### config.mk
export PLATFORM = sky130hd
export DESIGN_NAME = dma_pingpong_ctrl
export DESIGN_NICKNAME = d
export VERILOG_FILES = /design/src/rtl/dma_ctrl_pkg.sv /design/src/rtl/dma_pingpong_ctrl_axil_single_writer.sv /design/src/rtl/dma_pingpong_ctrl.sv
export SDC_FILE = /design/constraint.sdc
export NUM_CORES = 1
export LEC_CHECK = 0
export CORE_MARGIN = 3
export CORE_UTILIZATION = 40
export CTS_BUF_LIST = sky130_fd_sc_hd__clkbuf_16
export DETAILED_ROUTE_END_ITERATION = 10
export PLACE_DENSITY = 0.79
export SYNTH_ARGS = -nofsm -noshare
export SYNTH_HDL_FRONTEND = slang
export SYNTH_SLANG_ARGS = --single-unit
### constraint.sdc
create_clock -name aclk -period 5.45 [get_ports aclk]
set_clock_uncertainty 0.05 [all_clocks]
set_input_delay 0.8175 -clock aclk [delete_from_list [all_inputs] [get_ports aclk]]
set_output_delay 0.8175 -clock aclk [all_outputs]
set_load 0.02 [all_outputs]
### src/rtl/dma_ctrl_pkg.sv
// Shared constants and types for the S2MM ping-pong DMA sequencer.
package dma_ctrl_pkg;

    // AXI DMA S2MM register offsets (simple mode)
    localparam logic [31:0] S2MM_DMACR  = 32'h0000_0030;
    localparam logic [31:0] S2MM_DMASR  = 32'h0000_0034;
    localparam logic [31:0] S2MM_DA     = 32'h0000_0048;
    localparam logic [31:0] S2MM_LENGTH = 32'h0000_0058;

    // Register values written by the sequencer
    localparam logic [31:0] DMACR_RUN_IRQ = 32'h0000_1001;  // RS=1, IOC_IrqEn=1
    localparam logic [31:0] DMACR_HALT    = 32'h0000_0000;
    localparam logic [31:0] DMASR_IOC_W1C = 32'h0000_1000;  // write-1-to-clear IOC

    localparam logic [1:0] RESP_OKAY = 2'b00;

    typedef enum logic [2:0] {
        IDLE,
        WR_CR,
        WR_DA,
        WR_LEN,
        WAIT_IRQ,
        WR_ACK,
        WR_HALT,
        ERROR
    } state_t;

    // True for every state that performs exactly one AXI4-Lite write
    function automatic logic is_write_state(input state_t s);
        return (s == WR_CR) || (s == WR_DA) || (s == WR_LEN) ||
               (s == WR_ACK) || (s == WR_HALT);
    endfunction

endpackage

### src/rtl/dma_pingpong_ctrl_axil_single_writer.sv
// One-beat AXI4-Lite write engine: a req pulse launches AW and W together,
// each channel drops on its own handshake, B is accepted once both are done.
module axil_single_writer
    import dma_ctrl_pkg::*;
(
    input  logic        aclk,
    input  logic        aresetn,
    input  logic        req,
    input  logic [31:0] addr,
    input  logic [31:0] data,
    output logic        done,
    output logic        slverr,
    output logic [31:0] m_axil_awaddr,
    output logic        m_axil_awvalid,
    input  logic        m_axil_awready,
    output logic [31:0] m_axil_wdata,
    output logic [3:0]  m_axil_wstrb,
    output logic        m_axil_wvalid,
    input  logic        m_axil_wready,
    input  logic [1:0]  m_axil_bresp,
    input  logic        m_axil_bvalid,
    output logic        m_axil_bready
);

    logic        awvalid_q, awvalid_d;
    logic        wvalid_q,  wvalid_d;
    logic        bready_q,  bready_d;
    logic [31:0] addr_q,    addr_d;
    logic [31:0] data_q,    data_d;

    // Channel handshake tracking; addr/data are captured only on req so they stay stable while valid
    always_comb begin
        // NOTE: every always_comb output gets a default first so no path can infer a latch.
        awvalid_d = awvalid_q;
        wvalid_d  = wvalid_q;
        bready_d  = bready_q;
        addr_d    = addr_q;
        data_d    = data_q;
        if (req) begin
            awvalid_d = 1'b1;
            wvalid_d  = 1'b1;
            bready_d  = 1'b0;
            addr_d    = addr;
            data_d    = data;
        end else begin
            if (awvalid_q && m_axil_awready) awvalid_d = 1'b0;
            if (wvalid_q && m_axil_wready)   wvalid_d  = 1'b0;
            if (bready_q && m_axil_bvalid) begin
                bready_d = 1'b0;
            end else if ((awvalid_q || wvalid_q) && !awvalid_d && !wvalid_d) begin
                bready_d = 1'b1;
            end
        end
    end

    // State registers; reset drops every valid immediately
    always_ff @(posedge aclk or negedge aresetn) begin
        if (!aresetn) begin
            awvalid_q <= 1'b0;
            wvalid_q  <= 1'b0;
            bready_q  <= 1'b0;
            addr_q    <= '0;
            data_q    <= '0;
        end else begin
            // NOTE: sequential state uses non-blocking assignments so all flops update together.
            awvalid_q <= awvalid_d;
            wvalid_q  <= wvalid_d;
            bready_q  <= bready_d;
            addr_q    <= addr_d;
            data_q    <= data_d;
        end
    end

    assign done           = bready_q && m_axil_bvalid;
    assign slverr         = done && (m_axil_bresp != RESP_OKAY);
    assign m_axil_awaddr  = addr_q;
    assign m_axil_awvalid = awvalid_q;
    assign m_axil_wdata   = data_q;
    assign m_axil_wstrb   = 4'hF;
    assign m_axil_wvalid  = wvalid_q;
    assign m_axil_bready  = bready_q;

endmodule

### src/rtl/dma_pingpong_ctrl.sv
// Hardware sequencer running one AXI DMA S2MM channel in continuous ping-pong
// mode: program, wait for IOC, acknowledge, re-arm on the alternate buffer.
module dma_pingpong_ctrl
    import dma_ctrl_pkg::*;
#(
    parameter logic [31:0] REG_BASE   = 32'h4000_0000,
    parameter logic [31:0] BUF_PING   = 32'hC000_0000,
    parameter logic [31:0] BUF_PONG   = 32'hC000_4000,
    parameter logic [25:0] XFER_BYTES = 26'd16384
) (
    input  logic        aclk,
    input  logic        aresetn,
    input  logic        start,
    input  logic        stop,
    input  logic        dma_irq,
    output logic [31:0] m_axil_awaddr,
    output logic        m_axil_awvalid,
    input  logic        m_axil_awready,
    output logic [31:0] m_axil_wdata,
    output logic [3:0]  m_axil_wstrb,
    output logic        m_axil_wvalid,
    input  logic        m_axil_wready,
    input  logic [1:0]  m_axil_bresp,
    input  logic        m_axil_bvalid,
    output logic        m_axil_bready,
    output logic        buf_done,
    output logic        buf_idx,
    output logic        busy,
    output logic        err
);

    state_t      state_q, state_d;
    logic        cur_buf_q, cur_buf_d;
    logic        stop_pend_q, stop_pend_d;
    logic        err_q, err_d;
    logic        busy_q, busy_d;
    logic        buf_done_q, buf_done_d;
    logic        buf_idx_q, buf_idx_d;

    logic        wr_req, wr_done, wr_slverr;
    logic [31:0] wr_addr, wr_data;

    // Next-state, stop latching and output decode for the sequencer
    always_comb begin
        state_d     = state_q;
        cur_buf_d   = cur_buf_q;
        stop_pend_d = stop_pend_q;
        err_d       = err_q;
        buf_done_d  = 1'b0;
        buf_idx_d   = buf_idx_q;

        // stop never aborts a transfer; it only schedules the halt after the next buffer
        if (stop && busy_q) stop_pend_d = 1'b1;

        unique case (state_q)
            IDLE: begin
                if (start) begin
                    state_d     = WR_CR;
                    stop_pend_d = stop;
                end
            end
            WR_CR:   if (wr_done) state_d = wr_slverr ? ERROR : WR_DA;
            WR_DA:   if (wr_done) state_d = wr_slverr ? ERROR : WR_LEN;
            WR_LEN:  if (wr_done) state_d = wr_slverr ? ERROR : WAIT_IRQ;
            WAIT_IRQ: if (dma_irq) state_d = WR_ACK;
            WR_ACK: begin
                if (wr_done) begin
                    if (wr_slverr) begin
                        state_d = ERROR;
                    end else begin
                        buf_done_d = 1'b1;
                        buf_idx_d  = cur_buf_q;
                        cur_buf_d  = ~cur_buf_q;
                        state_d    = stop_pend_d ? WR_HALT : WR_DA;
                    end
                end
            end
            WR_HALT: begin
                if (wr_done) begin
                    state_d     = wr_slverr ? ERROR : IDLE;
                    stop_pend_d = 1'b0;
                end
            end
            ERROR: begin
                if (start) begin
                    state_d   = WR_CR;
                    err_d     = 1'b0;
                    cur_buf_d = 1'b0;
                end
            end
            default: state_d = IDLE;
        endcase

        if (wr_slverr) err_d = 1'b1;

        busy_d = (state_d != IDLE) && (state_d != ERROR);
        wr_req = (state_d != state_q) && is_write_state(state_d);
    end

    // Register address/data for the write launched on entry to the next state
    always_comb begin
        wr_addr = REG_BASE + S2MM_DMACR;
        wr_data = DMACR_RUN_IRQ;
        case (state_d)
            WR_DA: begin
                wr_addr = REG_BASE + S2MM_DA;
                wr_data = cur_buf_d ? BUF_PONG : BUF_PING;
            end
            WR_LEN: begin
                wr_addr = REG_BASE + S2MM_LENGTH;
                wr_data = {6'b0, XFER_BYTES};
            end
            WR_ACK: begin
                wr_addr = REG_BASE + S2MM_DMASR;
                wr_data = DMASR_IOC_W1C;
            end
            WR_HALT: begin
                wr_addr = REG_BASE + S2MM_DMACR;
                wr_data = DMACR_HALT;
            end
            default: ;
        endcase
    end

    // Sequencer state and registered outputs
    always_ff @(posedge aclk or negedge aresetn) begin
        if (!aresetn) begin
            state_q     <= IDLE;
            cur_buf_q   <= 1'b0;
            stop_pend_q <= 1'b0;
            err_q       <= 1'b0;
            busy_q      <= 1'b0;
            buf_done_q  <= 1'b0;
            buf_idx_q   <= 1'b0;
        end else begin
            state_q     <= state_d;
            cur_buf_q   <= cur_buf_d;
            stop_pend_q <= stop_pend_d;
            err_q       <= err_d;
            busy_q      <= busy_d;
            buf_done_q  <= buf_done_d;
            buf_idx_q   <= buf_idx_d;
        end
    end

    axil_single_writer u_writer (
        .aclk           (aclk),
        .aresetn        (aresetn),
        .req            (wr_req),
        .addr           (wr_addr),
        .data           (wr_data),
        .done           (wr_done),
        .slverr         (wr_slverr),
        .m_axil_awaddr  (m_axil_awaddr),
        .m_axil_awvalid (m_axil_awvalid),
        .m_axil_awready (m_axil_awready),
        .m_axil_wdata   (m_axil_wdata),
        .m_axil_wstrb   (m_axil_wstrb),
        .m_axil_wvalid  (m_axil_wvalid),
        .m_axil_wready  (m_axil_wready),
        .m_axil_bresp   (m_axil_bresp),
        .m_axil_bvalid  (m_axil_bvalid),
        .m_axil_bready  (m_axil_bready)
    );

    assign buf_done = buf_done_q;
    assign buf_idx  = buf_idx_q;
    assign busy     = busy_q;
    assign err      = err_q;

endmodule

## Word-level counts from Yosys, hierarchy flattened

Cells that the tools add are included.
Widths: inputs -> output; s select.

- Register bits after elaboration: 76
- Bits in latches: 0
- Bits in writable memories: 0
- Memory bits (read-only): 0
- Input bits: 10
- Output and inout port bits: 75
- Word-level logic and storage cells: 93
- Memories: 0

- $add $sub $neg: 0
- Multipliers: 0
- Divide/modulo/power cells: 0
- Order comparisons: 0
- Equal/unequal tests: 14
- Shifts and indexed selects: 0
- Mux-type cells: 40
- Bitwise gates (word level): 2
- Reduce and logical (&&, ||, !) cells: 25

Operator list:

| kind | count |
|---|---|
| $pmux 32 s4 | 1 |
| $mux 3 | 12 |
| $mux 1 | 21 |
| $pmux 3 s7 | 1 |
| $pmux 7 s3 | 1 |
| $eq 3x3->1 const B | 6 |
| $mux 15 | 1 |
| $eq 3x2->1 const B | 4 |
| $logic_and 1x1->1 | 9 |
| $eq 3x1->1 const B | 2 |
| $reduce_bool 2->1 | 3 |
| $reduce_bool 3->1 | 2 |
| $logic_or 1x1->1 | 5 |
| $pmux 1 s2 | 2 |
| $logic_not 3->1 | 1 |
| $ne 3x3->1 | 1 |
| $ne 3x3->1 const B | 1 |
| $reduce_and 3->1 | 1 |
| $logic_not 1->1 | 2 |
| $mux 2 | 1 |
| $not 1->1 | 2 |
| $reduce_and 2->1 | 1 |
| $reduce_or 2->1 | 1 |

## Logic depth before layout (Yosys ltp)

- Word-level depth: 19
- Gate-level depth with buffers: 8
- Depth with buffers taken out: 7

## Modules after synthesis

Synthesis repeated with hierarchy kept, for this count alone.

- Cells, all modules: 224
- Area, all modules: 3339.5 µm²

By module, submodules not included:

| module | times used | cells each | area an instance (µm²) | sequential area each (µm²) |
|---|---|---|---|---|
| axil_single_writer | 1 | 153 | 2653.8 | 1676.6 |
| dma_pingpong_ctrl | 1 | 71 | 685.7 | 225.2 |

## Worst setup path before layout

Ideal clock, no wire load.

- Kind: input port to flip-flop
- Start: input m_axil_bresp[1]
- End: register u_writer.addr_q[4], in the netlist u_writer.m_axil_awaddr[4]
- Library setup time: 123 ps
- Arrival time: 2321 ps
- Required time: 5277 ps
- Path slack: 2956 ps
- Stages on the path: 7
- Path buffers: 1
- Cells stage by stage: buf_2 nand4bb_4 a2111o_1 a22o_4 nor3_4 a31oi_1 o221a_1

- Longest elaborated chain between the ends: 11
- Elaborated cells on any way between the ends: 25
- Those cells by class: 6 x eq/ne; 12 x mux; 7 x reduce/logical

RTL lines:

| item | RTL line | text |
|---|---|---|
| start, declared | dma_pingpong_ctrl.sv:23 | `input logic [1:0] m_axil_bresp,` |
| $reduce_bool 2->1 * | dma_pingpong_ctrl_axil_single_writer.sv:75 | `assign slverr = done && (m_axil_bresp != RESP_OKAY);` |
| $logic_and 1x1->1 * | dma_pingpong_ctrl_axil_single_writer.sv:75 |  |
| $mux 3 (tied with other cells) | dma_pingpong_ctrl.sv:80 | `state_d = wr_slverr ? ERROR : IDLE;` |
| $mux 3, on equally long branches | -- |  |
| $pmux 3 s7 * | dma_pingpong_ctrl.sv:55 | `unique case (state_q)` |
| $eq 3x1->1 / $eq 3x2->1 (equally long branches) | dma_ctrl_pkg.sv:30, dma_pingpong_ctrl.sv:104 |  |
| $logic_or 1x1->1 (3 in a row) | dma_ctrl_pkg.sv:30 | `return (s == WR_CR) \|\| (s == WR_DA) \|\| (s == WR_LEN) \|\|` |
| $logic_or 1x1->1 | dma_ctrl_pkg.sv:31 | `(s == WR_ACK) \|\| (s == WR_HALT);` |
| $logic_and 1x1->1 | dma_pingpong_ctrl.sv:97 | `wr_req = (state_d != state_q) && is_write_state(state_d);` |
| end signal, assigned | dma_pingpong_ctrl_axil_single_writer.sv:69 | `addr_q <= addr_d;` |
| end, declared | dma_pingpong_ctrl_axil_single_writer.sv:28 | `logic [31:0] addr_q, addr_d;` |

Every way passes the cells marked *; elsewhere a longest branch is shown, timed or not.
A chain may end at the register's enable or synchronous reset.

## Final worst setup path

- Start: input m_axil_bresp[0]
- End: register u_writer.addr_q[4], in the netlist u_writer.m_axil_awaddr[4]

The elaborated chain is that of the path after synthesis.

==> results.toml <==
[detailed_routing]
ant_nets = 0
wl_per_cell_um = 12.5
vias = 1310
drc = 0
drt_iter0_drc = 81
via_per_inst = 4.82
wirelength_um = 3400
dr.pass1.iters = 4

[cts]
cts.clk_slew.worst_paths_ps = 60
ctsHtreeMaxLevel = 1
cts_buffers = 3
clk_latency_ps = 250
cts.hold.buffers_added = 0
cts_tree = "done"
cts_max_path_buffers = 2
cts_resized = 0
cts_setup_buffers = 0
cts.sinks = 21
clockRootBuffer = "clkbuf_16"

[layout]
area_growth_pct = 6.70
final_area_sq_um = 1890
drive_above_1_share_pct = 7.21
n_antenna_cell = 0
fill_cells = 421
final_nets = 233

[grt]
grt_usage_pct = 12.2
grt_pass1_wl_um = 5130
grt_max_degree = 22
grt_pass1_vias = 1081
antenna_found_initial = 0
overflow = 0

[floorplan]
initial_core_util_pct = 42.8
dieWidth_um = 72.6
rows = 23
coreArea_sq_um = 4140
die_area_sq_um = 5270
io_pins = 85
die_y_um = 72.6

[sta]
worst_pin_slew_ps = 945
rsz0062_at_grt = "false"
tns_ps = 0
finalSetupViolations = 0
finalCriticalPeriod_ps = 2870
slew_headroom_pct = 36.8
fmax_ghz = 0.348
fin_ws_ps = 2580
drv_slew = 0
holdWs_ps = 413
fin_crit_sh_pct = 52.7
hold_viol = 0

[worst_setup_path]
max_stage_delay_ps = 530
worstPathArrival_ps = 2960
required_ps = 5540
cp_cell_sequence = "clkdlybuf4s50_1, nand4bb_4, a2111o_1, a22o_4, nor3_4, a31oi_1, o221a_1"
critical_path_class = "input pin to flip-flop"
crit_path_end_kind = "flip-flop"
worst-path-max-fanout = 16
start_kind = "input pin"
slowest_stage = "clkdlybuf4s50_1"

[place]
dpl.hpwl_um = 2540
finalWeightedCongestion = 0.932
dpl-instance-area_sq_um = 1820
place_ws_ps = 2300
portBuffers = 27

[yosys]
synth_area_sq_um = 1780
yosys.area_share.simple_pct = 16.8
async_flop_share_pct = 100
synthAdderAreaFrac_pct = 0
synth-xor-area-share_pct = 0.493
synthMuxAreaShare_pct = 0.634
synth_cell_type_count = 52
yosysSeqAreaShare_pct = 29.6
yosys_warnings = 0
synth_top_family_by_area = "buffers and inverters"
synth_seq_cells = 21
syn-instance-count = 203
synthFlopType = "dfrtp_1"
synth_compound_area_share_pct = 22.6
syn_avg_cell_area_sq_um = 8.75
synth-edff-count = 0

[pwr]
p_seq_share_pct = 28.1
cellInternalPower_mw = 0.580
comb_power_share_pct = 57.9
power.net_switching_mw = 0.513
pwr-share-clk_pct = 14.0
power.share.switching_pct = 46.9
p_per_area_nw_per_um2 = 577
p_total_mw = 1.09
vdd.ir_drop.worst_uv = 335
power_leakage_nw = 0.823

[job]
max_cap_viol_count = 0

[hold_path]
min_path_type = "flip-flop to flip-flop"

[run_status]
status = "finished, final reports clean"
## placed cells by master (no fill, tap or decap), types with 5 or more instances in the layout
cell             Yosys  layout
o21ai_0             15      15
dfrtp_1             21      21
nand2_1             11      11
nand2b_1             7       7
nor2_1               9       9
a21oi_1              5       5
nor3_1              10      10
conb_1               2      57
inv_1                4       5
clkdlybuf4s50_1      0      27
## power groups by stage
stage | sequential (mW) | combinational (mW) | clock, mW
2_1_floorplan | 0.318 | 0.485 | 0
3_3_place_gp | 0.308 | 0.624 | 0
3_5_place_dp | 0.308 | 0.632 | 0
4_1_cts | 0.307 | 0.636 | 0.157
5_1_grt | 0.319 | 0.689 | 0.163
6_report | 0.308 | 0.633 | 0.153
## final timing paths
kind | end | startpoint | cells after the start | slack, ps
max in group asynchronous | u_writer.m_axil_wdata[14]$_DFFE_PN0P_ | aresetn | 1 | 3730
max | u_writer.m_axil_awaddr[4]$_DFFE_PN0P_ | m_axil_bresp[0] | 7 | 2580
min reg2reg | u_writer.m_axil_awaddr[30]$_DFFE_PN0P_ | u_writer.m_axil_awaddr[30]$_DFFE_PN0P_ | 1 | 410
min in group asynchronous | stop_pend_q$_DFF_PN0_ | aresetn | 1 | 1050
max reg2reg | u_writer.m_axil_awaddr[2]$_DFFE_PN0P_ | state_q[1]$_DFF_PN0_ | 6 | 3030
min | u_writer.m_axil_awaddr[30]$_DFFE_PN0P_ | u_writer.m_axil_awaddr[30]$_DFFE_PN0P_ | 1 | 410
## Yosys cell counts (all sizes together), types with 3 or more instances
cell    number  area [sq um]
nand2       11          41.3
nor2         9          33.8
a31oi        3          18.8
buf         66           495
dfrtp       21           526
a21oi        5          25.0
nor3        11          66.3
a22oi        3          22.5
o22ai        3          18.8
nand2b       7          43.8
inv          5          18.8
o21ai       15          75.1
## worst max-delay path, delay by kind of cell
family / cells / cell delay [ps]
buffers and inverters: 1 / 530
AOI/OAI and AO/OA: 4 / 1070
and+or+nand+nor: 2 / 540
## per-stage QoR
step | util, % | std cells
2_1_floorplan | - | 258
3_5_place_dp | 43.8 | 268
3_3_place_gp | 43.8 | 268
6_report | 45.7 | 272
5_1_grt | 45.7 | 272
4_1_cts | 45.7 | 272
## cell type report
class                   count  area, sq um  area share [%]
repair buffers             27          270            14.3
clock inverters             1         3.75           0.198
multi-input cells         164          935            49.3
well taps                  50         62.6            3.30
flip-flops and latches     21          526            27.7
clock buffers               3         75.1            3.96
inverters                   6         22.5            1.19
## flip-flops by register name (all words and copies together), names as in the netlist
signal and cells:
u_writer.m_axil_awaddr 5, u_writer.m_axil_bready 1, buf_idx 1, err 1, u_writer.m_axil_wvalid 1, u_writer.m_axil_wdata 4, state_q 3, u_writer.m_axil_awvalid 1
buf_done 1, stop_pend_q 1, cur_buf_q 1, busy 1
## logic make-up (layout without fill, tap and decap cells)
family,Yosys count,count (layout)
other cells,2,57
buf+inv,73,37
flops,21,21
simple gates,51,51
compound gates,54,54
xor+xnor,1,1
mux,1,1
## metal layers
layer	global-route usage, %	wire [um]	vias to the layer above
li1	-	-	640
met1	17.2	1520	602
met2	18.7	1590	64
met3	3.31	273	4
met4	2.46	21	0
met5	0	0	-
No activity file was read; power rests on OpenSTA's default activity.
